**config.mk**
```make
export PLATFORM = sky130hd
export DESIGN_NAME = moore_seq_gen
export DESIGN_NICKNAME = d
export VERILOG_FILES = /design/src/rtl/moore_seq_pkg.sv /design/src/rtl/seq_down_counter.sv /design/src/rtl/moore_seq_gen.sv
export SDC_FILE = /design/constraint.sdc
export NUM_CORES = 1
export LEC_CHECK = 0
export ABC_CLOCK_PERIOD_IN_PS = 3500
export BUFFER_PORTS_ARGS = -buffer_cell sky130_fd_sc_hd__buf_4
export CAP_MARGIN = 10
export CORE_ASPECT_RATIO = 0.6
export CORE_UTILIZATION = 44
export DETAILED_ROUTE_END_ITERATION = 8
export MAX_ROUTING_LAYER = met4
export PLACE_DENSITY = 0.71
export SLEW_MARGIN = 10
export SYNTH_ARGS = -nofsm -noshare
export SYNTH_HDL_FRONTEND = slang
export SYNTH_SLANG_ARGS = --single-unit
```
**constraint.sdc**
```tcl
create_clock -name clk -period 3.5 [get_ports clk]
set_input_delay 0.875 -clock clk [delete_from_list [all_inputs] [get_ports clk]]
set_output_delay 0.875 -clock clk [all_outputs]
set_load 0.01 [all_outputs]
```
**src/rtl/moore_seq_pkg.sv**
```systemverilog
// State codes shared between the serial pattern transmitter and the detector benches.
package moore_seq_pkg;

    localparam logic [2:0] S_IDLE  = 3'd0;
    localparam logic [2:0] S_SHIFT = 3'd1;
    localparam logic [2:0] S_GAP   = 3'd2;
    localparam logic [2:0] S_DONE  = 3'd3;

endpackage

```
**src/rtl/seq_down_counter.sv**
```systemverilog
// Loadable down counter with a zero flag; a decrement at zero holds at zero.
module seq_down_counter #(
    parameter int unsigned W = 4
) (
    input  logic         clk,
    input  logic         reset,
    input  logic         load_i,
    input  logic [W-1:0] load_val_i,
    input  logic         dec_i,
    output logic         zero_c
);

    logic [W-1:0] count_q;

    always_ff @(posedge clk) begin
        if (reset) begin
            count_q <= '0;
        end else if (load_i) begin
            count_q <= load_val_i;
        end else if (dec_i && (count_q != '0)) begin
            count_q <= count_q - W'(1);
        end
    end

    assign zero_c = (count_q == '0);

endmodule

```
**src/rtl/moore_seq_gen.sv**
```systemverilog
// Moore serial pattern transmitter: sends a captured pattern MSB-first on x,
// with programmable length, repeat count and an idle gap between repeats.
module moore_seq_gen
    import moore_seq_pkg::*;
#(
    parameter int unsigned WIDTH = 16,
    parameter int unsigned LEN_W = 5,
    parameter int unsigned REP_W = 4,
    parameter int unsigned GAP   = 2
) (
    input  logic             clk,
    input  logic             reset,
    input  logic             start,
    input  logic [WIDTH-1:0] pattern,
    input  logic [LEN_W-1:0] len,
    input  logic [REP_W-1:0] reps,
    output logic             x,
    output logic             busy,
    output logic             done,
    output logic [2:0]       out
);

    localparam int unsigned GAP_W    = (GAP > 1) ? $clog2(GAP) : 1;
    localparam int unsigned GAP_LOAD = (GAP > 0) ? GAP - 1 : 0;

    logic [2:0]       state_q, state_d;
    logic [WIDTH-1:0] sh_q, sh_d;
    logic [WIDTH-1:0] pat_q, pat_d;
    logic [LEN_W-1:0] len_q, len_d;
    logic             x_q, x_d;
    logic             busy_q, busy_d;
    logic             done_q, done_d;

    logic [LEN_W-1:0] len_c;
    logic [WIDTH-1:0] aligned_c;
    logic             bit_ld, bit_dec, bit_zero;
    logic [LEN_W-1:0] bit_val;
    logic             rep_ld, rep_dec, rep_zero;
    logic             gap_ld, gap_dec, gap_zero;
    logic             reload;

    // Clamp length, then left-align the pattern so the first bit sits at the MSB
    assign len_c     = (len > LEN_W'(WIDTH)) ? LEN_W'(WIDTH) : len;
    assign aligned_c = pattern << (LEN_W'(WIDTH) - len_c);

    seq_down_counter #(.W(LEN_W)) u_bit_cnt (
        .clk        (clk),
        .reset      (reset),
        .load_i     (bit_ld),
        .load_val_i (bit_val),
        .dec_i      (bit_dec),
        .zero_c     (bit_zero)
    );

    seq_down_counter #(.W(REP_W)) u_rep_cnt (
        .clk        (clk),
        .reset      (reset),
        .load_i     (rep_ld),
        .load_val_i (reps),
        .dec_i      (rep_dec),
        .zero_c     (rep_zero)
    );

    seq_down_counter #(.W(GAP_W)) u_gap_cnt (
        .clk        (clk),
        .reset      (reset),
        .load_i     (gap_ld),
        .load_val_i (GAP_W'(GAP_LOAD)),
        .dec_i      (gap_dec),
        .zero_c     (gap_zero)
    );

    always_ff @(posedge clk) begin
        if (reset) begin
            state_q <= S_IDLE;
            sh_q    <= '0;
            pat_q   <= '0;
            len_q   <= '0;
            x_q     <= 1'b0;
            busy_q  <= 1'b0;
            done_q  <= 1'b0;
        end else begin
            state_q <= state_d;
            sh_q    <= sh_d;
            pat_q   <= pat_d;
            len_q   <= len_d;
            x_q     <= x_d;
            busy_q  <= busy_d;
            done_q  <= done_d;
        end
    end

    // Next state; outputs are derived from the next state so they register with it
    always_comb begin
        state_d = state_q;
        sh_d    = sh_q;
        pat_d   = pat_q;
        len_d   = len_q;
        x_d     = 1'b0;
        bit_ld  = 1'b0;
        bit_val = len_q - LEN_W'(1);
        bit_dec = 1'b0;
        rep_ld  = 1'b0;
        rep_dec = 1'b0;
        gap_ld  = 1'b0;
        gap_dec = 1'b0;
        reload  = 1'b0;

        case (state_q)
            S_IDLE: begin
                if (start) begin
                    pat_d  = aligned_c;
                    len_d  = len_c;
                    rep_ld = 1'b1;
                    if (len_c == '0) begin
                        state_d = S_DONE;
                    end else begin
                        state_d = S_SHIFT;
                        x_d     = aligned_c[WIDTH-1];
                        sh_d    = {aligned_c[WIDTH-2:0], 1'b0};
                        bit_ld  = 1'b1;
                        bit_val = len_c - LEN_W'(1);
                    end
                end
            end
            S_SHIFT: begin
                if (!bit_zero) begin
                    x_d     = sh_q[WIDTH-1];
                    sh_d    = {sh_q[WIDTH-2:0], 1'b0};
                    bit_dec = 1'b1;
                end else if (!rep_zero) begin
                    rep_dec = 1'b1;
                    if (GAP > 0) begin
                        state_d = S_GAP;
                        gap_ld  = 1'b1;
                    end else begin
                        reload = 1'b1;
                    end
                end else begin
                    state_d = S_DONE;
                end
            end
            S_GAP: begin
                if (gap_zero) begin
                    reload = 1'b1;
                end else begin
                    gap_dec = 1'b1;
                end
            end
            S_DONE:  state_d = S_IDLE;
            default: state_d = S_IDLE;
        endcase

        // Restart a repetition from the captured pattern with no bubble
        if (reload) begin
            state_d = S_SHIFT;
            x_d     = pat_q[WIDTH-1];
            sh_d    = {pat_q[WIDTH-2:0], 1'b0};
            bit_ld  = 1'b1;
        end

        busy_d = (state_d == S_SHIFT) || (state_d == S_GAP);
        done_d = (state_d == S_DONE);
    end

    assign x    = x_q;
    assign busy = busy_q;
    assign done = done_q;
    assign out  = state_q;

endmodule

```
# ---- Yosys cells after proc, flatten, opt, wreduce, memory -nomap -nowiden
# Cells that the tools add are included.
dict set report classes {
  n_addsub 6
  n_reduce_logical 19
  bitwise_logic 0
  mul 0
  n_eq_ne 11
  shifts 1
  div_mod_pow 0
  order_cmp 1
  mux 41
}
# operator n
set ops {}
lappend ops {{two-way mux 16 bit} 4}
lappend ops {{case mux 16 bit (2 select lines)} 1}
lappend ops {{two-way mux 5 bit} 6}
lappend ops {{two-way mux 1 bit} 22}
lappend ops {{<< shifter 16 x 5 -> 16 bit} 1}
lappend ops {{subtractor 5 x 1 -> 5 bit, second input constant} 3}
lappend ops {{logical NOT 5 bit} 2}
lappend ops {{equality test 3 x 2 -> 1 bit, second input constant} 3}
lappend ops {{two-way mux 3 bit} 3}
lappend ops {{!= test 3 bit, second input constant} 3}
lappend ops {{case mux 3 bit (3 select lines)} 1}
lappend ops {{two-way mux 4 bit} 2}
lappend ops {{AND reduction 4 bit} 2}
lappend ops {{nonzero test 2 bit} 4}
lappend ops {{equality test 3 x 1 -> 1 bit, second input constant} 2}
lappend ops {{!= test 2 bit, second input constant} 3}
lappend ops {{> comparator 5 bit, second input constant} 1}
lappend ops {{nonzero test 5 bit} 1}
lappend ops {{subtractor 5 bit, first input constant} 1}
lappend ops {{logical NOT 4 bit} 1}
lappend ops {{nonzero test 4 bit} 1}
lappend ops {{subtractor 4 x 1 -> 4 bit, second input constant} 1}
lappend ops {{logical AND 1 bit} 3}
lappend ops {{logical NOT 3 bit} 1}
lappend ops {{7 further kinds} 7}
dict set report totals {
  n_memories 0
  romBits 0
  reg_bits 53
  inputBits 28
  out_inout_bits 6
  mem_bits_rw 0
  latchBits 0
}

# ---- Longest topological paths before layout
dict set report depth {
  ltp_word 9
  ltp_mapped 12
}

# ---- By module
# Synthesis repeated with hierarchy kept, for this count alone.
dict set report unflattened {
  cells_unflattened 428
  hier_area_um2 3503.4
}
# mod seq_area_each_um2 n_inst area_each_um2 cells_each
set modules_own_cells {}
lappend modules_own_cells {moore_seq_gen 840.8 1 2866.5 358}
lappend modules_own_cells {{seq_down_counter (u_bit_cnt)} 100.1 1 326.6 37}
lappend modules_own_cells {{seq_down_counter (u_rep_cnt)} 80.1 1 262.8 29}
lappend modules_own_cells {{seq_down_counter (u_gap_cnt)} 20.0 1 47.5 4}

# ---- Worst setup path after synthesis
# OpenSTA, ideal clock, no wires.
dict set report synth_timing {
  path_kind {input-to-reg}
  from {in len[0]}
  to {reg x_q (netlist: x)}
  path_buffers 3
  path_slack_ns 0.319
  required_ns 3.366
  arrival_time_ns 3.047
  cell_stages 10
  setup_ns 0.134
  path_cell_list {nor2b_1 > buf_2 > inv_2 > buf_2 > ha_1 > buf_2 > mux2_2 > mux4_2 > mux2i_1 > o22ai_1}
}
dict set report synth_between {
  elab_chain_cells 8
}
# item line_no
set synth_rtl {}
lappend synth_rtl {{from (decl)} moore_seq_gen.sv:15} ;# input logic [LEN_W-1:0] len,
lappend synth_rtl {{> comparator 5 bit} moore_seq_gen.sv:43} ;# assign len_c = (len > LEN_W'(WIDTH)) ? LEN_W'(WIDTH) : len;
lappend synth_rtl {{two-way mux 5 bit (*)} moore_seq_gen.sv:43}
lappend synth_rtl {{subtractor 5 bit} moore_seq_gen.sv:44} ;# assign aligned_c = pattern << (LEN_W'(WIDTH) - len_c);
lappend synth_rtl {{<< shifter 16 x 5 -> 16 bit} moore_seq_gen.sv:44}
lappend synth_rtl {{two-way mux 1 bit (*)} moore_seq_gen.sv:115} ;# if (len_c == '0) begin
lappend synth_rtl {{two-way mux 1 bit (*)} moore_seq_gen.sv:111} ;# if (start) begin
lappend synth_rtl {{case mux 1 bit (2 select lines) (*)} moore_seq_gen.sv:109} ;# case (state_q)
lappend synth_rtl {{two-way mux 1 bit (*)} moore_seq_gen.sv:155} ;# if (reload) begin
lappend synth_rtl {{to (signal assigned)} moore_seq_gen.sv:79} ;# x_q <= 1'b0;
lappend synth_rtl {{to (signal assigned)} moore_seq_gen.sv:87} ;# x_q <= x_d;
lappend synth_rtl {{to (decl)} moore_seq_gen.sv:30} ;# logic x_q, x_d;
# Every way passes the cells marked *; elsewhere a longest branch is shown, timed or not.
# A chain may end at the register's enable or synchronous reset.

# ---- Worst setup path after layout
dict set report layout_timing {
  from {in len[0]}
  to {reg busy_q (netlist: busy)}
}
dict set report layout_between {
  elab_chain_cells 9
}
# item line_no
set layout_rtl {}
lappend layout_rtl {{> comparator 5 bit} moore_seq_gen.sv:43}
lappend layout_rtl {{two-way mux 5 bit (*)} moore_seq_gen.sv:43}
lappend layout_rtl {{logical NOT 5 bit (*)} moore_seq_gen.sv:115}
lappend layout_rtl {{two-way mux 2 bit (*)} moore_seq_gen.sv:115}
lappend layout_rtl {{two-way mux 3 bit (*)} moore_seq_gen.sv:111}
lappend layout_rtl {{case mux 3 bit (3 select lines) (*)} moore_seq_gen.sv:109}
lappend layout_rtl {{two-way mux 3 bit (*)} moore_seq_gen.sv:155}
lappend layout_rtl {{equality test 3 x 1 -> 1 bit or equality test 3 x 2 -> 1 bit (tied branches)} moore_seq_gen.sv:162} ;# busy_d = (state_d == S_SHIFT) || (state_d == S_GAP);
lappend layout_rtl {{logical OR 1 bit (*)} moore_seq_gen.sv:162}
lappend layout_rtl {{to (signal assigned)} moore_seq_gen.sv:88} ;# busy_q <= busy_d;
lappend layout_rtl {{to (decl)} moore_seq_gen.sv:31} ;# logic busy_q, busy_d;
# Marked as above.

==> impl_results.md <==
* Status: finished clean
* Die width at roughly 110 um
* Area growth, synth to finish at 15.5%
* Internal power at 1.14 mW
* Startpoint types: input pin
* Max Fanout on Critical Path at 19
* CTS Hold Buffers Added at 0
* Maximum number of pins on one net before global-route repair at 56
* Average footprint of a synthesized cell at 8.84 um^2
* Detailed-route via count at 3084
* Synthesized netlist cell count at between 300 and 400
* Dominant synthesized flop cell: dfxtp_1
* Leakage power summed over all cells at 1.40 nW
* Routed via count divided by cell count at between 6 and 7
* First-pass GRT wire length at between 15 and 20 mm
* Clock network power share at 34.5%
* Hold path startpoint: pat_q[5]
* Number of max-slew violations in the final report at 0
* Asr flop ratio synth at 0%
* Switching share of power at 29.9%
* Worst-case clock buffer depth at 2
* Critical setup path kind: input pin to flop
* Maximum vdd drop at about 270 uV
* Worst hold margin at ~0.46 ns
* Ratio of total power to cell area at between 400 and 500 nW/um^2
* Ranking of synthesized cells by area: dfxtp_1 32%, mux2_2 5.8%, a21oi_1 4.6%
* Total track usage at between 20% and 30%
* Summed instance area of the synthesized netlist at between 3000 and 4000 um^2
* DP HPWL at 6.74 mm
* Final ANT Viol Nets at 0
* Top cell type by total area after synthesis: dfxtp_1
* I/O pins at 34
* Post-route fraction of the period consumed by the critical path at ~89%
* Endpoint type of the worst setup path: flop
* Number of levels in the clock H-tree at 2
* Core box area at 6940 um^2
* Starting utilization of the core area at roughly 47%
* Flip-flop and latch count after synthesis at 52
* Switching power of the nets at 0.486 mW
* Startpoint of the lowest-slack register-to-register path: out[1]
* Initial antenna violation count at 0
* Type of the most critical hold path: flop to flop
* Unrepaired setup endpoints after global routing: false
* Post-cts sizing count at 0
* Filler cell count in the final layout at ~630
* Final setup TNS at 0 ns
* Slew of the pin with the lowest slew margin at around 0.54 ns
* Max-Slew Margin vs Limit at a little over three fifths
* Signal arrival time at the worst endpoint at ~3.3 ns
* Critical path, cell by cell: buf_4 > nor2b_1 > inv_2 > buf_4 > ha_1 > o21a_1 > ha_1 > a21oi_1 > a2bb2oi_1 > a2111o_1 > o32ai_1
* Via count of the first global-routing pass at about 2.8k
* Final GP Congestion at about 0.91
* Crit path max-delay cell type: a2111o_1
* Gr ovfl total at 0
* Clock edge transition at the registers on the reported setup and hold paths at around 0.070 ns
* Number of synthesized flops with an enable pin at 0
* Fmax achieved at 321 MHz
* Die H at 68.9 um
* Antenna diode count at 0
* Site Rows at 23
* Launching element of the worst setup path: len[0]
* CP bufs+invs at 3
* Ratio of cells with drive above 1 in the final layout at 22.5%
* Max incr delay on CP at 0.45 ns
* Yosys cell types at 60
* Number of sinks handled by clock tree synthesis at 52
* Number of warnings reported in the yosys synthesis log at 0
* CTS tree: built
* Die footprint at about 8000 um^2
* Share of the synthesized area in the top cell type at between 30% and 40%
* Final Util at between 50% and 60%
* Number of detailed-route iterations in the first pass at 6
* Number of buffers inserted by port buffering at 33
* Count of endpoints failing setup in the final report at 0
* Final routed wire length divided by cell count at 18.6 um
* Critical path's top delay family: compound AO/OA/AOI/OAI gates
* Portion of the post-synthesis area used by sequential elements at 31.8%
* TritonCTS Buffers at 5
* Number of post-CTS setup repair buffers at 0
* Share of power burned in registers at 40.2%
* Violation count after the first detailed-route iteration at 333
* Max Cap Violations at 0
* Buffer cell driving the clock tree root: clkbuf_16
* Worst clock skew at 0.00806 ns
* Part of the power in combinational logic at roughly a quarter
* Worst path required time at between 3 and 4 ns
* Hold Violations, Final at 0
* Net total in the final layout at 435
* Sequential Area at 1040 um^2
* Area occupied by multi-input gates at 2090 um^2
* Syn_nets at around 410
* Later-pin clock latency in the skew report at approximately 0.30 ns
* Total wire length after detailed routing at ~9.3 mm
* Number of DRC violations after detailed routing at 0
* Tmin final at between 3 and 4 ns
logic make-up after synthesis:
group                      count (synthesis)  share of synthesized area (%)
muxes                                     38                           14.5
buffers and inverters                     34                           4.62
xor gates and xnor gates                  11                           3.17
other                                      1                          0.114
adders and majority gates                  8                           3.05
DFF                                       52                           31.8
and+or+nand+nor                          122                           21.3
AOI/OAI and AO/OA                        105                           21.5
registers in the layout, indices dropped and copies added (netlist names):
name / cells
u_bit_cnt.count_q: 5
done: 1
sh_q: 15
out: 3
x: 1
pat_q: 16
u_gap_cnt.count_q: 1
busy: 1
u_rep_cnt.count_q: 4
len_q: 5
per-layer routing:
| metal | vias up | track usage (%) | wire (um) |
|---|---|---|---|
| met5 | - | - | 0 |
| met4 | 0 | 5.10 | 58 |
| met3 | 7 | 6.56 | 912 |
| met2 | 145 | 37.1 | 3740 |
| met1 | 1489 | 37.3 | 4600 |
| li1 | 1443 | - | - |
power groups by stage:
stage	logic, mW	clock network (mW)	registers, mW
floorplan	0.283	0	0.658
global placement	0.394	0	0.664
detailed placement	0.400	0	0.665
CTS	0.403	0.562	0.652
global route	0.443	0.586	0.656
finish	0.412	0.561	0.652
cell usage in the layout, fill, tap and decap left out, types with 4 or more instances in the layout:
| cell type | Yosys | routed |
|---|---|---|
| a211oi_1 | 7 | 7 |
| a21oi_1 | 30 | 30 |
| a222oi_1 | 8 | 8 |
| a22oi_1 | 10 | 10 |
| a31oi_1 | 5 | 5 |
| and3_1 | 5 | 5 |
| buf_4 | 2 | 44 |
| clkbuf_16 | 0 | 5 |
| dfxtp_1 | 52 | 52 |
| ha_1 | 8 | 8 |
| inv_1 | 10 | 10 |
| mux2_2 | 17 | 17 |
| mux2i_1 | 15 | 15 |
| mux4_2 | 5 | 5 |
| nand2_1 | 38 | 38 |
| nand2b_1 | 4 | 4 |
| nand3_1 | 5 | 5 |
| nand3b_1 | 6 | 6 |
| nor2_1 | 26 | 26 |
| nor2b_1 | 4 | 4 |
| nor3_1 | 9 | 9 |
| o211ai_1 | 4 | 4 |
| o21ai_0 | 9 | 9 |
| o22ai_1 | 12 | 12 |
| o32ai_1 | 4 | 4 |
| or3_1 | 4 | 4 |
| xnor2_1 | 7 | 7 |
path summary, 6_finish.rpt:
path | slack, ns | to | cells after the start
worst max register to register | 1.16 | sh_q[10] | 6
worst min-delay path | 0.46 | pat_q[5] | 2
worst max-delay path | 0.39 | busy | 11
worst min register to register | 0.46 | pat_q[5] | 2
cell usage after synthesis, types with 3 or more instances:
cell type and count:
nand3b_1 6, nand2_1 38, nor2_1 26, o31ai_1 3, o32ai_1 4, a31oi_1 5
buf_2 7, nor3_1 9, or3_1 4, dfxtp_1 52, clkbuf_1 12, nand2b_1 4
and3_1 5, o21ai_0 9, a222oi_1 8, inv_1 10, and2_1 3, xor2_1 3
mux2_2 17, ha_1 8, a21oi_1 30, a22oi_1 10, nor2b_1 4, xnor2_1 7
mux2i_1 15, nand4_1 3, o22ai_1 12, a211oi_1 7, o211ai_1 4, nand3_1 5
mux4_2 5
area by class of cell:
cell class | count | area share (%)
Tap cell | 100 | 3.30
Timing Repair Buffer | 44 | 8.72
Sequential cell | 52 | 27.5
Inverter | 11 | 1.09
Clock inverter | 2 | 0.925
Clock buffer | 6 | 3.40
Multi-Input combinational cell | 285 | 55.1
per-stage QoR:
step | area, um^2 | setup WS [ns] | cells | total power [mW]
2_1_floorplan | 3280 | 0.319 | 371 | 0.940
3_3_place_gp | 3620 | 0.188 | 492 | 1.06
3_5_place_dp | 3620 | 0.111 | 492 | 1.06
4_1_cts | 3790 | 0.385 | 500 | 1.62
5_1_grt | 3790 | 0.221 | 500 | 1.68
6_report | 3790 | 0.387 | 500 | 1.62
worst min-delay path, delay by kind of cell, from the launching register on:
| family | cells | cell delay (ns) |
|---|---|---|
| compound gates | 1 | 0.05 |
| flops | 1 | 0.31 |
| simple gates | 1 | 0.05 |
No activity file was read; power rests on OpenSTA's default activity.
